===== config.mk =====
export PLATFORM = sky130hd
export DESIGN_NAME = alu_wide_seq
export DESIGN_NICKNAME = d
export VERILOG_FILES = /design/src/rtl/alu_wide_seq_pkg.sv /design/src/rtl/alu_wide_seq.sv
export SDC_FILE = /design/constraint.sdc
export NUM_CORES = 1
export LEC_CHECK = 0
export ABC_AREA = 1
export CORE_ASPECT_RATIO = 1.2
export CORE_MARGIN = 3
export CORE_UTILIZATION = 40
export DETAILED_ROUTE_END_ITERATION = 10
export GPL_ROUTABILITY_DRIVEN = 0
export PLACE_DENSITY = 0.76
export SETUP_SLACK_MARGIN = 0.15
export SYNTH_ARGS = -nofsm -noshare
export SYNTH_HDL_FRONTEND = slang
export SYNTH_SLANG_ARGS = --single-unit

===== constraint.sdc =====
create_clock -name clk -period 2.9 [get_ports clk]
set_clock_uncertainty 0.1 [all_clocks]
set_input_delay 0.435 -clock clk [delete_from_list [all_inputs] [get_ports clk]]
set_output_delay 0.435 -clock clk [all_outputs]
set_load 0.02 [all_outputs]

===== src/rtl/alu_wide_seq_pkg.sv =====
// Shared constants for the multi-word ALU sequencer: slice width, ALU
// opcodes, request opcodes and the FSM state encoding.
package alu_wide_seq_pkg;

    // Slice width of the 16-bit combinational ALU.
    localparam int DW = 16;

    // Opcodes understood by the 16-bit ALU.
    localparam logic [1:0] ALU_OP_ADD = 2'b00;
    localparam logic [1:0] ALU_OP_SUB = 2'b01;
    localparam logic [1:0] ALU_OP_NEG = 2'b10;
    localparam logic [1:0] ALU_OP_XOR = 2'b11;

    // Opcodes on the wide request channel.
    localparam logic [1:0] REQ_OP_ADD = 2'b00;
    localparam logic [1:0] REQ_OP_SUB = 2'b01;
    localparam logic [1:0] REQ_OP_NEG = 2'b10;
    localparam logic [1:0] REQ_OP_XOR = 2'b11;

    // Sequencer FSM encoding.
    localparam logic [1:0] ST_IDLE = 2'd0;
    localparam logic [1:0] ST_RUN  = 2'd1;
    localparam logic [1:0] ST_DONE = 2'd2;

    // Subtract and negate are built as a + ~b + 1, so they start with carry 1.
    function automatic logic init_carry(input logic [1:0] op);
        return (op == REQ_OP_SUB) || (op == REQ_OP_NEG);
    endfunction

endpackage


===== src/rtl/alu_wide_seq.sv =====
// Multi-word arithmetic sequencer: feeds a 16-bit ALU one slice per cycle,
// least-significant slice first, chaining the carry between slices.
//
// Handshakes: a transfer happens on a rising edge where valid && ready are
// both high. Valid, once raised, holds with its payload stable until the
// transfer; ready may change freely and never depends on valid.
module alu_wide_seq
    import alu_wide_seq_pkg::*;
#(
    parameter int WORDS = 4
) (
    input  logic                  clk,
    input  logic                  rst_n,
    input  logic                  req_valid,
    output logic                  req_ready,
    input  logic [1:0]            req_op,
    input  logic [DW*WORDS-1:0]   req_a,
    input  logic [DW*WORDS-1:0]   req_b,
    output logic [DW-1:0]         alu_a,
    output logic [DW-1:0]         alu_b,
    output logic [1:0]            alu_opcode,
    output logic                  alu_ci,
    input  logic [DW-1:0]         alu_out,
    input  logic                  alu_carryout,
    output logic                  rsp_valid,
    input  logic                  rsp_ready,
    output logic [DW*WORDS-1:0]   rsp_result,
    output logic                  rsp_carry,
    output logic [1:0]            dbg_state
);

    localparam int OW = DW * WORDS;
    localparam int IW = (WORDS > 1) ? $clog2(WORDS) : 1;
    localparam logic [IW-1:0] IDX_LAST = IW'(WORDS - 1);

    logic [1:0]    state_q, state_d;
    logic [IW-1:0] idx_q, idx_d;
    logic [1:0]    op_q, op_d;
    logic [OW-1:0] a_q, a_d;
    logic [OW-1:0] b_q, b_d;
    logic          carry_q, carry_d;
    logic [OW-1:0] result_q, result_d;

    logic [DW-1:0] a_slice;
    logic [DW-1:0] b_slice;

    // Current operand slices selected by the slice index.
    always_comb begin
        a_slice = a_q[idx_q*DW +: DW];
        b_slice = b_q[idx_q*DW +: DW];
    end

    // Next-state logic: capture on accept, one slice per RUN cycle, hold in DONE.
    always_comb begin
        state_d  = state_q;
        idx_d    = idx_q;
        op_d     = op_q;
        a_d      = a_q;
        b_d      = b_q;
        carry_d  = carry_q;
        result_d = result_q;
        case (state_q)
            ST_IDLE: begin
                if (req_valid) begin
                    op_d    = req_op;
                    a_d     = req_a;
                    b_d     = req_b;
                    idx_d   = '0;
                    carry_d = init_carry(req_op);
                    state_d = ST_RUN;
                end
            end
            ST_RUN: begin
                result_d[idx_q*DW +: DW] = alu_out;
                carry_d = (op_q == REQ_OP_XOR) ? 1'b0 : alu_carryout;
                idx_d   = idx_q + IW'(1);
                if (idx_q == IDX_LAST) begin
                    state_d = ST_DONE;
                end
            end
            ST_DONE: begin
                if (rsp_ready) begin
                    state_d = ST_IDLE;
                end
            end
            default: state_d = ST_IDLE;
        endcase
    end

    // State registers; reset discards any operation in flight.
    always_ff @(posedge clk or negedge rst_n) begin
        if (!rst_n) begin
            state_q  <= ST_IDLE;
            idx_q    <= '0;
            op_q     <= REQ_OP_ADD;
            a_q      <= '0;
            b_q      <= '0;
            carry_q  <= 1'b0;
            result_q <= '0;
        end else begin
            state_q  <= state_d;
            idx_q    <= idx_d;
            op_q     <= op_d;
            a_q      <= a_d;
            b_q      <= b_d;
            carry_q  <= carry_d;
            result_q <= result_d;
        end
    end

    // ALU drive: sub and negate become add with inverted b; zero outside RUN.
    always_comb begin
        alu_a      = '0;
        alu_b      = '0;
        alu_opcode = ALU_OP_ADD;
        alu_ci     = 1'b0;
        if (state_q == ST_RUN) begin
            case (op_q)
                REQ_OP_ADD: begin
                    alu_a  = a_slice;
                    alu_b  = b_slice;
                    alu_ci = carry_q;
                end
                REQ_OP_SUB: begin
                    alu_a  = a_slice;
                    alu_b  = ~b_slice;
                    alu_ci = carry_q;
                end
                REQ_OP_NEG: begin
                    alu_a  = '0;
                    alu_b  = ~b_slice;
                    alu_ci = carry_q;
                end
                default: begin
                    alu_opcode = ALU_OP_XOR;
                    alu_a      = a_slice;
                    alu_b      = b_slice;
                end
            endcase
        end
    end

    // Handshake and response outputs decoded from registered state.
    always_comb begin
        req_ready  = (state_q == ST_IDLE);
        rsp_valid  = (state_q == ST_DONE);
        rsp_result = result_q;
        rsp_carry  = carry_q;
        dbg_state  = state_q;
    end

endmodule


# Yosys cells after proc, flatten, opt, wreduce, memory -nomap -nowiden
# Cells that the tools add are included.
[word_totals]
register_bits = 199
input_bits = 151
[classes]
addsub = 2
n_eq_ne = 11
n_shift = 4
n_mux = 18
bitwise = 1
n_reduce_logical = 9
[ops]
columns = ["op", "n"]
rows = [
  ["64-bit by 7-bit variable part select with 16-bit output", 2],
  ["64-bit bitwise mux", 1],
  ["16-bit two-way mux", 4],
  ["16-bit by 34-bit variable shift with 64-bit output, first input constant", 1],
  ["16-bit by 34-bit variable part select with 64-bit output", 1],
  ["6-bit negation with 34-bit output", 1],
  ["16-bit inverter", 1],
  ["2-bit two-way mux", 6],
  ["2-bit equality test, second input constant", 5],
  ["2-bit by 1-bit equality test with 1-bit output, second input constant", 3],
  ["2-bit one-hot mux with 3 select lines", 1],
  ["2-bit zero test", 2],
  ["1-bit two-way mux", 4],
  ["2-bit != test, second input constant", 2],
  ["2-bit one-hot mux with 2 select lines", 1],
  ["2-bit AND reduction", 2],
  ["3-bit AND reduction", 1],
  ["3-bit OR reduction", 1],
  ["2-bit by 1-bit adder with 2-bit output, second input constant", 1],
  ["2-bit by 1-bit != test with 1-bit output, second input constant", 1],
  ["1-bit one-hot mux with 2 select lines", 1],
  ["2-bit nonzero test", 1],
  ["2-bit OR reduction", 1],
  ["1-bit logical OR", 1],
]

# Logic depth before layout (Yosys ltp)
[depth]
depth_word = 4
depth_mapped = 12

# Worst setup path after synthesis
# Ideal clock, no wire load.
[synth_path]
path_type = "register to register"
start = "reg idx_q[1]"
end = "reg result_q[10], in the netlist rsp_result[10]"
arrival_ns = 1.984
required_ns = 2.680
path_slack_ns = 0.697
path_stages_with_launch = 12
n_path_buf = 4
synth_period_minus_slack_ns = 2.203
cell_sequence = "dfrtp_1 buf_2 clkinv_1 clkbuf_1 ha_1 clkbuf_1 inv_1 nor2_1 buf_2 nand2_1 o21ai_0 inv_1"
[synth_via]
elab_chain_len = 3
word_cells_on_any_way = 4
[synth_rtl]
columns = ["item", "line", "source"]
rows = [
  ["from (decl)", "alu_wide_seq.sv:37", "logic [IW-1:0] idx_q, idx_d;"],
  ["from (signal assigned)", "alu_wide_seq.sv:102", "idx_q <= idx_d;"],
  ["6-bit negation with 34-bit output *", "alu_wide_seq.sv:74", "result_d[idx_q*DW +: DW] = alu_out;"],
  ["16-bit by 34-bit variable part select with 64-bit output / 16-bit by 34-bit variable shift with 64-bit output (equally long branches)", "alu_wide_seq.sv:74", ""],
  ["64-bit bitwise mux *", "alu_wide_seq.sv:74", ""],
  ["to (signal assigned)", "alu_wide_seq.sv:107", "result_q <= result_d;"],
  ["to (decl)", "alu_wide_seq.sv:42", "logic [OW-1:0] result_q, result_d;"],
]
# Mark *: on every way between the ends. The rest lies on a longest branch, timed or not.
# A chain may end at the register's enable or synchronous reset.

# Worst setup path in the final report
[layout_path]
start = "reg op_q[0]"
end = "out alu_b[0]"
[layout_via]
elab_chain_len = 4
word_cells_on_any_way = 5
[layout_rtl]
columns = ["item", "line", "source"]
rows = [
  ["from (decl)", "alu_wide_seq.sv:38", "logic [1:0] op_q, op_d;"],
  ["from (signal assigned)", "alu_wide_seq.sv:103", "op_q <= op_d;"],
  ["2-bit equality test / 2-bit by 1-bit equality test with 1-bit output (equally long branches)", "alu_wide_seq.sv:118", "case (op_q)"],
  ["2-bit OR reduction (no line) *", "n/a", ""],
  ["16-bit two-way mux *", "n/a", ""],
  ["16-bit two-way mux *", "alu_wide_seq.sv:117", "if (state_q == ST_RUN) begin"],
  ["to (decl)", "alu_wide_seq.sv:20", "output logic [DW-1:0] alu_b,"],
]
# Marked as above.

==> impl_metrics.tcl <==
set metrics [dict create \
    synth_top_area_share_pct 53.5 \
    critical_path_required_ps 2370 \
    antenna_found_initial 0 \
    yosysSeqAreaShare_pct 53.5 \
    total_power_uw 15500 \
    finalHoldViolations 0 \
    drt_first_pass_iters 5 \
    start_kind "flip-flop" \
    syn_area_sq_um 9310 \
    drv_cap 0 \
    synth-seq-cells 199 \
    clock_latency_ps 430 \
    synth_nets 1382 \
    critical_path.max_fanout 5 \
    reg2reg_slack_ps 470 \
    port_buffers 254 \
    rsz0062_at_grt "true" \
    htreeDepth 4 \
    io_pins 255 \
    leakage_uw 0.00639 \
    synth_edf_count 0 \
    p_per_area_nw_per_um2 1210 \
    final_max_slew_viol_count 0 \
    die_w_um 145 \
    synth_cells 1223 \
    hold_class "flip-flop to flip-flop" \
    num_rows 60 \
    cp_data_arrival_time_ps 2140 \
    syn_area_per_cell_sq_um 7.61 \
    grt-ovfl-total 0 \
    async_reset_ff_share_pct 100 \
    cts.reportedPaths.clkPinSlew_ps 80 \
    nFillCells 2101 \
    setup-violations-final 0 \
    drtIter0Drc 680 \
    wirelength_mm 28.3 \
    numCtsBuffers 17 \
    synth_top_cell_by_area "dfrtp_1" \
    grt_pass1_vias 8438 \
    synth_cell_types 28 \
    grt_pass1_wl_mm 44.9 \
    routedWlPerCell_um 16.0 \
    final_cells 1771 \
    cts_root_buf "clkbuf_16" \
    dr_wl_met2_mm 14.0 \
    clockBufferDepth 2 \
    grt_start_max_net_pins 68 \
    topRoutingLayerUsed "met4" \
    ys_warn_count 0 \
    critPathCaptureType "primary output" \
    ys.flop_type "dfrtp_1" \
    die_area_sq_um 25100 \
    period_needed_ps 2680 \
    clock_sinks 199 \
    hpwl_mm 19.8 \
    holdWs_ps 375 \
    period_share_pct 92.4 \
    area_growth_pct 37.0 \
    cts_tree "built" \
    final_nets 1607 \
    core_area_sq_um 22700 \
    grtUsageTotal_pct 22.0 \
    via_per_inst 4.98 \
    worst_slew_pin_slew_ps 572 \
    met3_length_mm 1.66 \
    dieHeight_um 173 \
    max_freq_mhz 373 \
    fin_tns_setup_ps 0 \
    synthTopCellsByArea "dfrtp_1 53%, nand2_1 23%, o21ai_0 6.2%, nor2_1 4.4%, nand3_1 3.2%" \
    final_antenna_net_count 0 \
    relSlewSlack_pct 61.7 \
    antenna_cells 0 \
    peakVddDrop_uv 521 \
    crit_type "flip-flop to primary output" \
    utilization_pct 56.2 \
    dr_total_vias 8815 \
    drt-met1-wl_mm 11.8 \
    route.detailed.drc 0 \
    placed_cells 1734 \
    drive_above_1_share_pct 6.37 \
    status "completed" \
    start_util_pct 41.1 \
]
[worst paths after layout]
path,start,to,cells past startpoint
max,op_q[0]$_DFFE_PN0P_,alu_b[0],7
min,a_q[59]$_DFFE_PN0P_,a_q[59]$_DFFE_PN0P_,2
max reg2reg,idx_q[0]$_DFFE_PN0P_,rsp_result[61]$_DFFE_PN0P_,7
min in group asynchronous,rst_n,rsp_result[9]$_DFFE_PN0P_,2
max in group asynchronous,rst_n,a_q[38]$_DFFE_PN0P_,3
min reg2reg,a_q[59]$_DFFE_PN0P_,a_q[59]$_DFFE_PN0P_,2
[placed cells by master (no fill, tap or decap), types with 2 or more instances in the layout]
cell / n
buf_4: 17
inv_1: 44
o21ai_0: 114
dfrtp_1: 198
dlygate4sd2_1: 19
o21ai_1: 3
clkinv_1: 2
clkinvlp_4: 3
nand3_1: 59
clkdlybuf4s50_1: 218
inv_6: 8
clkdlybuf4s15_1: 4
a21oi_1: 12
dlymetal6s2s_1: 3
clkbuf_16: 17
inv_8: 2
buf_12: 7
nand2_1: 572
ha_1: 6
clkbuf_2: 9
ha_2: 2
nor2_1: 109
a21oi_2: 10
[timing repair]
item	4_1_cts	5_1_grt
setup buffers	2	0
hold buffers	1	0
pin swaps	0	0
endpoints found under the hold margin	63	0
setup endpoints to repair	32	21
gates cloned	1	1
resized for setup	40	26
[final cells by class]
type / count / area, sq um / share of cell area [%]
Clock buffer: 17 / 425 / 3.34
Tap cell: 310 / 388 / 3.04
Multi-Input combinational cell: 898 / 3790 / 29.7
Sequential cell: 199 / 4980 / 39.1
Timing Repair Buffer: 281 / 2810 / 22.0
Clock inverter: 15 / 159 / 1.25
Timing Repair inverter: 1 / 5.00 / 0.0392
Inverter: 50 / 199 / 1.56
[logic make-up after synthesis]
kind of cell | share of synthesized area (%)
AO/OA/AOI/OAI | 8.02
buffers and inverters | 5.95
AND/OR/NAND/NOR | 31.5
flip-flops | 53.5
adder cells (fa/ha/maj) | 1.08
[cells in the mapped netlist, types with 2 or more instances]
cell type,number
o21ai_1,2
nand2_1,572
buf_1,5
clkinv_1,2
o21ai_0,115
a21oi_1,12
clkbuf_1,25
buf_2,36
nand3_1,59
dfrtp_1,199
inv_1,45
nor2_1,109
inv_2,3
nand2_2,2
a21oi_2,10
buf_4,7
clkbuf_2,2
ha_1,8
[state kept, by name (all words and copies together), names as in the netlist]
name,cells
a_q,64
b_q,64
dbg_state,2
idx_q,2
op_q,2
rsp_carry,1
rsp_result,64
[through the flow]
step	worst slack [ps]	instance area, sq um
detailed placement	240	12100
CTS	152	12800
floorplan	697	9310
finish	221	12800
global route	134	12800
global placement	278	12100
[power by group]
part / total (uW) / internal, uW / switching [uW]
Clock: 2390 / 1230 / 1170
Sequential: 4890 / 4110 / 773
Combinational: 8190 / 3090 / 5100
[critical path, stage by stage (launching register included)]
cell             delay [ps]
dfrtp_1                 400
inv_1                    60
ha_2                    380
clkinvlp_4              170
nand3_1                 110
nand2_1                  50
nor2_1                  200
clkdlybuf4s15_1         340
[per-layer routing]
layer  GRT usage, %  vias up
li1               -     4248
met1           28.2     4173
met2           37.5      344
met3           3.72       50
met4           8.23        0
met5              0        -
No activity file was read; power rests on OpenSTA's default activity.
